**src/rtl/pulpemu_rst_pkg.sv**
```systemverilog
`default_nettype none
// ============================================================================
// Module      : pulpemu_rst_pkg
// Description : Shared types and defaults for the emulation reset sequencer.
//               Provides the sequencer state encoding, the default timing
//               constants for a 125 MHz board clock and a helper that sizes
//               the shared sequencer counter.
// Revision    : 1.0 - initial release
// ============================================================================
package pulpemu_rst_pkg;

    // Sequencer states. The encoding is visible on state_o, so it is fixed.
    typedef enum logic [2:0] {
        ST_MMCM_RST  = 3'd0,
        ST_WAIT_LOCK = 3'd1,
        ST_SETTLE    = 3'd2,
        ST_RUN       = 3'd3,
        ST_LOCK_ERR  = 3'd4
    } rst_state_e;

    // Defaults for a 125 MHz clock.
    localparam int unsigned DEF_DEBOUNCE_CYCLES = 1250000;  // 10 ms
    localparam int unsigned DEF_MMCM_RST_CYCLES = 16;
    localparam int unsigned DEF_LOCK_TIMEOUT    = 125000;   // 1 ms
    localparam int unsigned DEF_SETTLE_CYCLES   = 1024;
    localparam int unsigned DEF_MAX_RETRIES     = 3;

    // Width needed for a counter that must reach (max(a,b,c) - 1).
    // Never returns less than one bit.
    function automatic int unsigned cnt_width(input int unsigned a,
                                              input int unsigned b,
                                              input int unsigned c);
        int unsigned m;
        m = a;
        if (b > m) m = b;
        if (c > m) m = c;
        return (m < 2) ? 1 : $clog2(m);
    endfunction

endpackage
`default_nettype wire

```
**src/rtl/pulpemu_rst_seq_debounce.sv**
```systemverilog
`default_nettype none
// ============================================================================
// Module      : pulpemu_debounce
// Description : Two-flop synchroniser followed by a stability filter. The
//               filtered output only changes once the synchronised input has
//               disagreed with it for DEBOUNCE_CYCLES consecutive cycles; any
//               agreeing sample restarts the count.
// Ports       : clk_i   - sampling clock
//               rstn_i  - asynchronous active-low reset
//               i_din   - raw asynchronous input
//               o_dout  - debounced level (resets to 0)
// Revision    : 1.0 - initial release
// ============================================================================
module pulpemu_debounce #(
    parameter int unsigned DEBOUNCE_CYCLES = 1250000
) (
    input  logic clk_i,
    input  logic rstn_i,
    input  logic i_din,
    output logic o_dout
);

    localparam int unsigned CNT_W = (DEBOUNCE_CYCLES < 2) ? 1 : $clog2(DEBOUNCE_CYCLES);
    localparam logic [CNT_W-1:0] c_LAST = CNT_W'(DEBOUNCE_CYCLES - 1);

    logic [1:0]       r_sync;
    logic             r_db;
    logic [CNT_W-1:0] r_cnt;

    always_ff @(posedge clk_i or negedge rstn_i) begin
        if (!rstn_i) begin
            r_sync <= 2'b00;
            r_db   <= 1'b0;
            r_cnt  <= '0;
        end else begin
            r_sync <= {r_sync[0], i_din};
            if (r_sync[1] != r_db) begin
                // The disagreeing sample that completes the run flips the output.
                if (r_cnt == c_LAST) begin
                    r_db  <= ~r_db;
                    r_cnt <= '0;
                end else begin
                    r_cnt <= r_cnt + CNT_W'(1);
                end
            end else begin
                r_cnt <= '0;
            end
        end
    end

    assign o_dout = r_db;

endmodule
`default_nettype wire

```
**src/rtl/pulpemu_rst_seq.sv**
```systemverilog
`default_nettype none
// ============================================================================
// Module      : pulpemu_rst_seq
// Description : Power-up / recovery reset sequencer for the FPGA emulation
//               top. Releases the clock manager, the reference-clock divider
//               and the PULP chip reset in order, retries the clock manager
//               when lock is late, and re-sequences when lock is lost.
// Ports       : clk_i          - buffered 125 MHz free-running clock
//               rstn_i         - asynchronous active-low reset
//               btn_rst_i      - raw board reset button, active-high
//               mmcm_locked_i  - clock manager lock, asynchronous
//               mmcm_rstn_o    - clock manager reset, active-low
//               ref_div_rstn_o - reference divider reset, active-low
//               soc_rstn_o     - PULP chip reset, active-low
//               lock_err_o     - sticky lock-failure flag
//               state_o        - current sequencer state
//               retry_cnt_o    - retries consumed in the current sequence
// Revision    : 1.0 - initial release
// ============================================================================
module pulpemu_rst_seq
    import pulpemu_rst_pkg::*;
#(
    parameter int unsigned DEBOUNCE_CYCLES = DEF_DEBOUNCE_CYCLES,
    parameter int unsigned MMCM_RST_CYCLES = DEF_MMCM_RST_CYCLES,
    parameter int unsigned LOCK_TIMEOUT    = DEF_LOCK_TIMEOUT,
    parameter int unsigned SETTLE_CYCLES   = DEF_SETTLE_CYCLES,
    parameter int unsigned MAX_RETRIES     = DEF_MAX_RETRIES    // must fit retry_cnt_o (<= 3)
) (
    input  logic       clk_i,
    input  logic       rstn_i,
    input  logic       btn_rst_i,
    input  logic       mmcm_locked_i,
    output logic       mmcm_rstn_o,
    output logic       ref_div_rstn_o,
    output logic       soc_rstn_o,
    output logic       lock_err_o,
    output logic [2:0] state_o,
    output logic [1:0] retry_cnt_o
);

    localparam int unsigned CNT_W = cnt_width(MMCM_RST_CYCLES, LOCK_TIMEOUT, SETTLE_CYCLES);

    localparam logic [CNT_W-1:0] c_MMCM_LAST   = CNT_W'(MMCM_RST_CYCLES - 1);
    localparam logic [CNT_W-1:0] c_LOCK_LAST   = CNT_W'(LOCK_TIMEOUT - 1);
    localparam logic [CNT_W-1:0] c_SETTLE_LAST = CNT_W'(SETTLE_CYCLES - 1);
    localparam logic [CNT_W-1:0] c_CNT_SAT     = '1;
    localparam logic [1:0]       c_MAX_RETRY   = 2'(MAX_RETRIES);

    // ------------------------------------------------------------------
    // Input conditioning
    // ------------------------------------------------------------------
    logic       w_btn_db;
    logic [1:0] r_lock_sync;
    logic       w_lock_s;

    pulpemu_debounce #(
        .DEBOUNCE_CYCLES (DEBOUNCE_CYCLES)
    ) u_btn_db (
        .clk_i  (clk_i),
        .rstn_i (rstn_i),
        .i_din  (btn_rst_i),
        .o_dout (w_btn_db)
    );

    // Lock is already a level from the clock manager; it only needs to be
    // brought into this clock domain, not filtered.
    always_ff @(posedge clk_i or negedge rstn_i) begin
        if (!rstn_i) begin
            r_lock_sync <= 2'b00;
        end else begin
            r_lock_sync <= {r_lock_sync[0], mmcm_locked_i};
        end
    end

    assign w_lock_s = r_lock_sync[1];

    // ------------------------------------------------------------------
    // Sequencer state
    // ------------------------------------------------------------------
    rst_state_e       r_state;
    rst_state_e       w_state_nxt;
    logic [CNT_W-1:0] r_cnt;
    logic [CNT_W-1:0] w_cnt_nxt;
    logic [1:0]       r_retry;
    logic [1:0]       w_retry_nxt;

    logic r_mmcm_rstn,   w_mmcm_rstn_nxt;
    logic r_ref_rstn,    w_ref_rstn_nxt;
    logic r_soc_rstn,    w_soc_rstn_nxt;
    logic r_lock_err,    w_lock_err_nxt;

    // A failed attempt either consumes a retry or gives up.
    function automatic rst_state_e retry_or_fail(input logic [1:0] retry);
        return (retry == c_MAX_RETRY) ? ST_LOCK_ERR : ST_MMCM_RST;
    endfunction

    always_comb begin
        w_state_nxt = r_state;
        w_retry_nxt = r_retry;

        if (w_btn_db) begin
            w_state_nxt = ST_MMCM_RST;
            w_retry_nxt = 2'd0;
        end else begin
            case (r_state)
                ST_MMCM_RST: begin
                    if (r_cnt == c_MMCM_LAST) begin
                        w_state_nxt = ST_WAIT_LOCK;
                    end
                end
                ST_WAIT_LOCK: begin
                    if (w_lock_s) begin
                        w_state_nxt = ST_SETTLE;
                    end else if (r_cnt == c_LOCK_LAST) begin
                        w_state_nxt = retry_or_fail(r_retry);
                        if (r_retry != c_MAX_RETRY) begin
                            w_retry_nxt = r_retry + 2'd1;
                        end
                    end
                end
                ST_SETTLE: begin
                    if (!w_lock_s) begin
                        w_state_nxt = retry_or_fail(r_retry);
                        if (r_retry != c_MAX_RETRY) begin
                            w_retry_nxt = r_retry + 2'd1;
                        end
                    end else if (r_cnt == c_SETTLE_LAST) begin
                        w_state_nxt = ST_RUN;
                        w_retry_nxt = 2'd0;
                    end
                end
                ST_RUN: begin
                    // Losing lock after a good boot is not a failed attempt.
                    if (!w_lock_s) begin
                        w_state_nxt = ST_MMCM_RST;
                    end
                end
                ST_LOCK_ERR: begin
                    w_state_nxt = ST_LOCK_ERR;
                end
                default: begin
                    w_state_nxt = ST_MMCM_RST;
                end
            endcase
        end

        // Shared counter: restarts on every state change, held at zero while
        // the button is down, and sticks at all-ones rather than wrapping.
        if (w_btn_db || (w_state_nxt != r_state)) begin
            w_cnt_nxt = '0;
        end else if (r_cnt != c_CNT_SAT) begin
            w_cnt_nxt = r_cnt + CNT_W'(1);
        end else begin
            w_cnt_nxt = r_cnt;
        end

        // Outputs decode the next state so they switch on the same edge as
        // state_o and come straight out of flops.
        w_mmcm_rstn_nxt = (w_state_nxt == ST_WAIT_LOCK) ||
                          (w_state_nxt == ST_SETTLE)    ||
                          (w_state_nxt == ST_RUN);
        w_ref_rstn_nxt  = (w_state_nxt == ST_SETTLE) || (w_state_nxt == ST_RUN);
        w_soc_rstn_nxt  = (w_state_nxt == ST_RUN);
        w_lock_err_nxt  = (w_state_nxt == ST_LOCK_ERR);
    end

    always_ff @(posedge clk_i or negedge rstn_i) begin
        if (!rstn_i) begin
            r_state     <= ST_MMCM_RST;
            r_cnt       <= '0;
            r_retry     <= 2'd0;
            r_mmcm_rstn <= 1'b0;
            r_ref_rstn  <= 1'b0;
            r_soc_rstn  <= 1'b0;
            r_lock_err  <= 1'b0;
        end else begin
            r_state     <= w_state_nxt;
            r_cnt       <= w_cnt_nxt;
            r_retry     <= w_retry_nxt;
            r_mmcm_rstn <= w_mmcm_rstn_nxt;
            r_ref_rstn  <= w_ref_rstn_nxt;
            r_soc_rstn  <= w_soc_rstn_nxt;
            r_lock_err  <= w_lock_err_nxt;
        end
    end

    assign mmcm_rstn_o    = r_mmcm_rstn;
    assign ref_div_rstn_o = r_ref_rstn;
    assign soc_rstn_o     = r_soc_rstn;
    assign lock_err_o     = r_lock_err;
    assign state_o        = r_state;
    assign retry_cnt_o    = r_retry;

endmodule
`default_nettype wire

```
**config.mk**
```make
export PLATFORM = sky130hd
export DESIGN_NAME = pulpemu_rst_seq
export DESIGN_NICKNAME = d
export VERILOG_FILES = /design/src/rtl/pulpemu_rst_pkg.sv /design/src/rtl/pulpemu_rst_seq_debounce.sv /design/src/rtl/pulpemu_rst_seq.sv
export SDC_FILE = /design/constraint.sdc
export NUM_CORES = 1
export LEC_CHECK = 0
export ABC_CLOCK_PERIOD_IN_PS = 3900
export CAP_MARGIN = 10
export CORE_UTILIZATION = 58
export DETAILED_ROUTE_END_ITERATION = 8
export DONT_BUFFER_PORTS = 1
export GPL_TIMING_DRIVEN = 0
export PLACE_DENSITY = 0.74
export SETUP_SLACK_MARGIN = 0.02
export SLEW_MARGIN = 20
export SYNTH_ARGS = -nofsm -noshare
export SYNTH_HDL_FRONTEND = slang
export SYNTH_HIERARCHICAL = 1
export SYNTH_SLANG_ARGS = --single-unit
```
**constraint.sdc**
```tcl
create_clock -name clk_i -period 3.9 [get_ports clk_i]
set_clock_uncertainty 0.1 [all_clocks]
set_input_delay 0.78 -clock clk_i [delete_from_list [all_inputs] [get_ports clk_i]]
set_output_delay 0.78 -clock clk_i [all_outputs]
set_load 0.02 [all_outputs]
```
# --- Yosys cells after proc, flatten, opt, wreduce, memory -nomap -nowiden ---
# Index checks and enable logic that the tools add are counted.
op_classes:
  addsub: 3
  mul: 0
  div: 0
  order_cmp: 0
  n_eq_ne: 20
  n_shift: 0
  muxes: 20
  n_bitwise: 1
  n_reduce_logical: 9
op_table:
  columns: ["cell", "count"]
  rows:
  - ["21-bit 2-to-1 mux", 2]
  - ["17-bit 2-to-1 mux", 2]
  - ["3-bit 2-to-1 mux", 8]
  - ["21-bit by 1-bit adder with 21-bit output, second input constant", 1]
  - ["21-bit == test, second input constant", 1]
  - ["17-bit by 1-bit adder with 17-bit output, second input constant", 1]
  - ["17-bit by 10-bit == test with 1-bit output, second input constant", 1]
  - ["17-bit == test, second input constant", 1]
  - ["17-bit by 4-bit == test with 1-bit output, second input constant", 1]
  - ["17-bit != test, second input constant", 1]
  - ["3-bit one-hot mux with 5 select lines", 1]
  - ["3-bit by 2-bit == test with 1-bit output, second input constant", 4]
  - ["2-bit 2-to-1 mux", 6]
  - ["3-bit by 1-bit == test with 1-bit output, second input constant", 2]
  - ["3-bit == test, second input constant", 2]
  - ["3-bit by 2-bit != test with 1-bit output, second input constant", 2]
  - ["1-bit logical OR", 4]
  - ["4-bit by 3-bit != test with 1-bit output, second input constant", 1]
  - ["2-bit one-hot mux with 2 select lines", 1]
  - ["4-bit AND reduction", 1]
  - ["3-bit zero test", 1]
  - ["3-bit != test", 1]
  - ["3-bit nonzero test", 1]
  - ["2-bit by 1-bit adder with 2-bit output, second input constant", 1]
  - ["6 further kinds", 6]
totals:
  regBits: 52
  latchBits: 0
  mem_bits_rw: 0
  romBits: 0
  input_bits: 4
  output_inout_bits: 9
  wordCells: 64
  mem_count: 0

# --- Logic depth before layout (Yosys ltp) ---
depth:
  ltp_word: 9
  mapped_depth: 10
  mapped_depth_nobuf: 9

# --- By module ---
# The synthesis kept the hierarchy.
modules_own_cells:
  columns: ["mod", "n_inst", "cells_each", "area_each_um2", "seq_area_each_um2"]
  rows:
  - ["pulpemu_rst_seq", 1, 152, 1577.8, 700.7]
  - ["pulpemu_debounce", 1, 117, 1188.6, 600.6]

# --- Worst setup path after synthesis ---
# OpenSTA, ideal clock, no wires.
synth_timing:
  path_type: "flip-flop to flip-flop"
  start: "reg, netlist name r_cnt[6]"
  end: "reg, netlist name r_cnt[15]"
  setup_time_ps: 125
  arrival_ps: 2360
  t_required_ps: 3675
  setup_slack_ps: 1315
  stages_incl_launch_ff: 11
  path_buffers: 1
  synth_period_minus_slack_ps: 2585
  path_cell_list: "dfrtp_1 > nand4_1 > or3_1 > nor4_1 > ha_1 > clkbuf_1 > and4b_1 > and3_1 > nor3b_1 > xnor2_1 > a21oi_1"

==> out/summary.md <==
- **Critical Path Source Type** flop
- **chip width** 71.1 um
- **tightest slew margin relative to the limit** 70.0%
- **number of search-and-repair iterations in the first detailed-routing pass** 6
- **Placer Congestion** 0.823
- **syn_area_per_cell** 10.3 sq um
- **number of antenna violations at the first check in global routing** 0
- **final core area utilization** 65.0%
- **count of mapped cells out of synthesis** 269
- **peak fanout along the critical path** 7
- **sequential power share** 56.7%
- **initial cell density of the core** 61.8%
- **Power Dens Cells** 422 nW/um^2
- **aggregate routed wire length** 4.99 mm
- **share of cells above drive strength 1** 13.4%
- **placement row count** 24
- **IO Count** 13
- **minimum clock period after layout** 2940 ps
- **net switching power** 0.389 mW
- **net switching share of the total power** 31.7%
- **area of all placed cells without fillers** 2910 sq um
- **element type at the critical path end** flop
- **hold slack** 65.3 ps
- **maximum number of pins on one net before global-route repair** 53
- **final count of pins violating max slew** 0
- **leakage power** 1.17 nW
- **level count of the clock H-tree** 2
- **slew of the pin with the lowest slew margin** 447 ps
- **final critical-path setup slack** 959 ps
- **Critical Path End** r_cnt[15]
- **setup slack after placement** 1010 ps
- **routed wire length per instance** 15.2 um
- **Clk network pwr share** 23.1%
- **floorplan core area** 4470 sq um
- **post-route antenna net violation count** 0
- **count of inserted antenna diode cells** 0
- **count of endpoints failing setup in the final report** 0
- **Int Power** 0.838 mW
- **DRC errors left** 6
- **wire length of the first global-routing pass** 8.69 mm
- **Max-Cap Viols** 0
- **Distinct cells, synth** 53
- **Overall Global Routing Usage** 22.1%
- **portion of the post-synthesis area used by sequential elements** 47.0%
- **Peak supply drop** 0.000346 V
- **worst min-delay path category** in -> async
- **P&R area growth vs syn** 5.16%
- **Layout Nets** 283
- **quantity of hold-fixing buffers added after cts** 0
- **number of post-CTS setup repair buffers** 0
- **Synth Warn #** 6
- **Critical Path AT** 3070 ps
- **root buffer cell** sky130_fd_sc_hd__clkbuf_8
- **Reg2Reg Launch Point** r_cnt[6]
- **Critical path origin** r_cnt[6]
- **Starting DRT DRC Count** 98
- **violations in the final reports** DRC
- **fraction of power consumed by combinational cells** 20.1%
- **vias per cell** 6.05
- **number of sinks on the clock net** 52
- **achievable frequency** 340 MHz
- **final-report hold violation count** 0
- **number of flops mapped to enable cells by yosys** 0
- **top library cells by usage in the layout, fill and taps aside** 52 x sky130_fd_sc_hd__dfrtp_1, 28 x sky130_fd_sc_hd__nor2_1, 21 x sky130_fd_sc_hd__xnor2_1
- **status** complete, but fails checks
- **IO Port Bufs** 0
- **category of the most critical setup path** reg -> reg
- **source-to-sink clock delay at the later pin of the worst-skew pair** 300 ps
- **count of instances resized after the clock tree is built** 0
- **async set or reset register ratio after synthesis** 100%
- **total CTS buffers** 5
- **Die ar.** 5050 sq um
- **CTS Buffer Depth** 2
- **Register-to-Register Path Depth** 10
- **most common library cell in the layout ignoring fill and taps** sky130_fd_sc_hd__dfrtp_1
- **area post-placement** 2830 sq um
- **Via Count** 1986
- **HPWL after detailed placement** 3.51 mm
- **die height** 71.1 um
- **Reg-to-Reg End** r_cnt[15]
- **vias in the first global route** 1893
- **top_reg_cell synth** sky130_fd_sc_hd__dfrtp_1
- **GRT overflow** 0
- **Total Neg Setup Slack** 0 ps
- **TritonCTS clock tree** built
- **synthesized flop and latch total** 52
- **total nets after synthesis** 276
- **cell area after technology mapping** 2770 sq um
- **unrepaired setup endpoints after global routing** no
- **clock slew seen by the registers of the worst setup and hold paths** 90 ps
- **WP data required** 4030 ps
- **FF-to-FF setup slack** 960 ps
- **post-route fraction of the period consumed by the critical path** 75.4%
==> cells by family (layout without fill, tap and decap cells) <==
family / after synthesis / in the layout / synth area share, %
fa+ha+maj: 3 / 3 / 1.36
compound gates: 43 / 43 / 11.5
mux: 4 / 4 / 1.49
xor+xnor: 30 / 30 / 9.50
simple gates: 121 / 121 / 25.7
buf+inv: 16 / 23 / 3.44
flops: 52 / 52 / 47.0
==> worst max-delay path, cell delays in order, from the launching register on <==
cell	delay (ps)
sky130_fd_sc_hd__dfrtp_1	460
sky130_fd_sc_hd__nand4_1	220
sky130_fd_sc_hd__or3_1	470
sky130_fd_sc_hd__nor4_1	210
sky130_fd_sc_hd__ha_1	190
sky130_fd_sc_hd__clkbuf_1	300
sky130_fd_sc_hd__and4b_1	280
sky130_fd_sc_hd__and3_1	250
sky130_fd_sc_hd__nor3b_1	170
sky130_fd_sc_hd__xnor2_1	120
sky130_fd_sc_hd__a21oi_1	110
==> sequential cells by signal, indices dropped and copies added, names as in the netlist, 2 cells and up <==
signal	count
r_lock_sync	2
state_o	3
retry_cnt_o	2
r_cnt	17
u_btn_db/r_cnt	21
u_btn_db/r_sync	2
==> power groups by stage <==
stage | Clock (mW) | Combinational, mW | Sequential, mW
3_3_place_gp | 0 | 0.246 | 0.704
2_1_floorplan | 0 | 0.214 | 0.686
5_1_grt | 0.312 | 0.281 | 0.705
6_report | 0.284 | 0.247 | 0.696
3_5_place_dp | 0 | 0.249 | 0.706
4_1_cts | 0.297 | 0.252 | 0.695
==> synthesized netlist by cell type (all sizes together), types with 2 or more instances <==
library cell / number / area, sq um
a211oi: 2 / 15.0
a21oi: 25 / 163
and2: 2 / 12.5
and3: 6 / 37.5
buf: 5 / 52.6
clkbuf: 2 / 8.75
dfrtp: 52 / 1300
ha: 3 / 37.5
inv: 9 / 33.8
mux2i: 3 / 30.0
nand2: 17 / 63.8
nand2b: 2 / 12.5
nand3: 12 / 60.1
nand4: 8 / 71.3
nand4b: 2 / 17.5
nor2: 28 / 105
nor2b: 3 / 18.8
nor3: 7 / 35.0
nor4: 9 / 56.3
o21ai: 4 / 23.8
o21bai: 2 / 26.3
o31ai: 3 / 22.5
or2: 2 / 12.5
or3: 5 / 32.5
or4: 8 / 75.1
or4b: 5 / 53.8
xnor2: 21 / 184
xor2: 9 / 78.8
==> worst min path at each step <==
| stage | start | to | slack [ps] |
|---|---|---|---|
| finish | rstn_i | r_cnt[16] | 70 |
| global route | rstn_i | r_cnt[16] | 50 |
| CTS | rstn_i | r_cnt[15] | 50 |
| detailed placement | r_lock_sync[0] | r_lock_sync[1] | 260 |
| global placement | r_lock_sync[0] | r_lock_sync[1] | 240 |
| floorplan | r_lock_sync[0] | r_lock_sync[1] | 230 |
==> metal layers <==
layer	global-route usage (%)	up-vias	part of all wire [%]
li1	-	982	-
met1	32.0	961	51
met2	33.2	36	45
met3	4.56	7	2.9
met4	7.56	0	1.1
met5	0	-	0
==> layout make-up <==
class                   count  area [sq um]
plain buffers               7          61.3
clock buffers               6          72.6
clock inverters             1          5.00
fillers                   372          1570
inverters                   9          33.8
multi-input cells         201          1370
flip-flops and latches     52          1300
well taps                  52          65.1
==> stage by stage <==
step	std cells	power (mW)
after global placement	321	0.951
after global routing	328	1.30
final	328	1.23
after CTS	328	1.24
after detailed placement	321	0.956
after floorplan	269	0.900
Power figures use the tool's default switching activity.
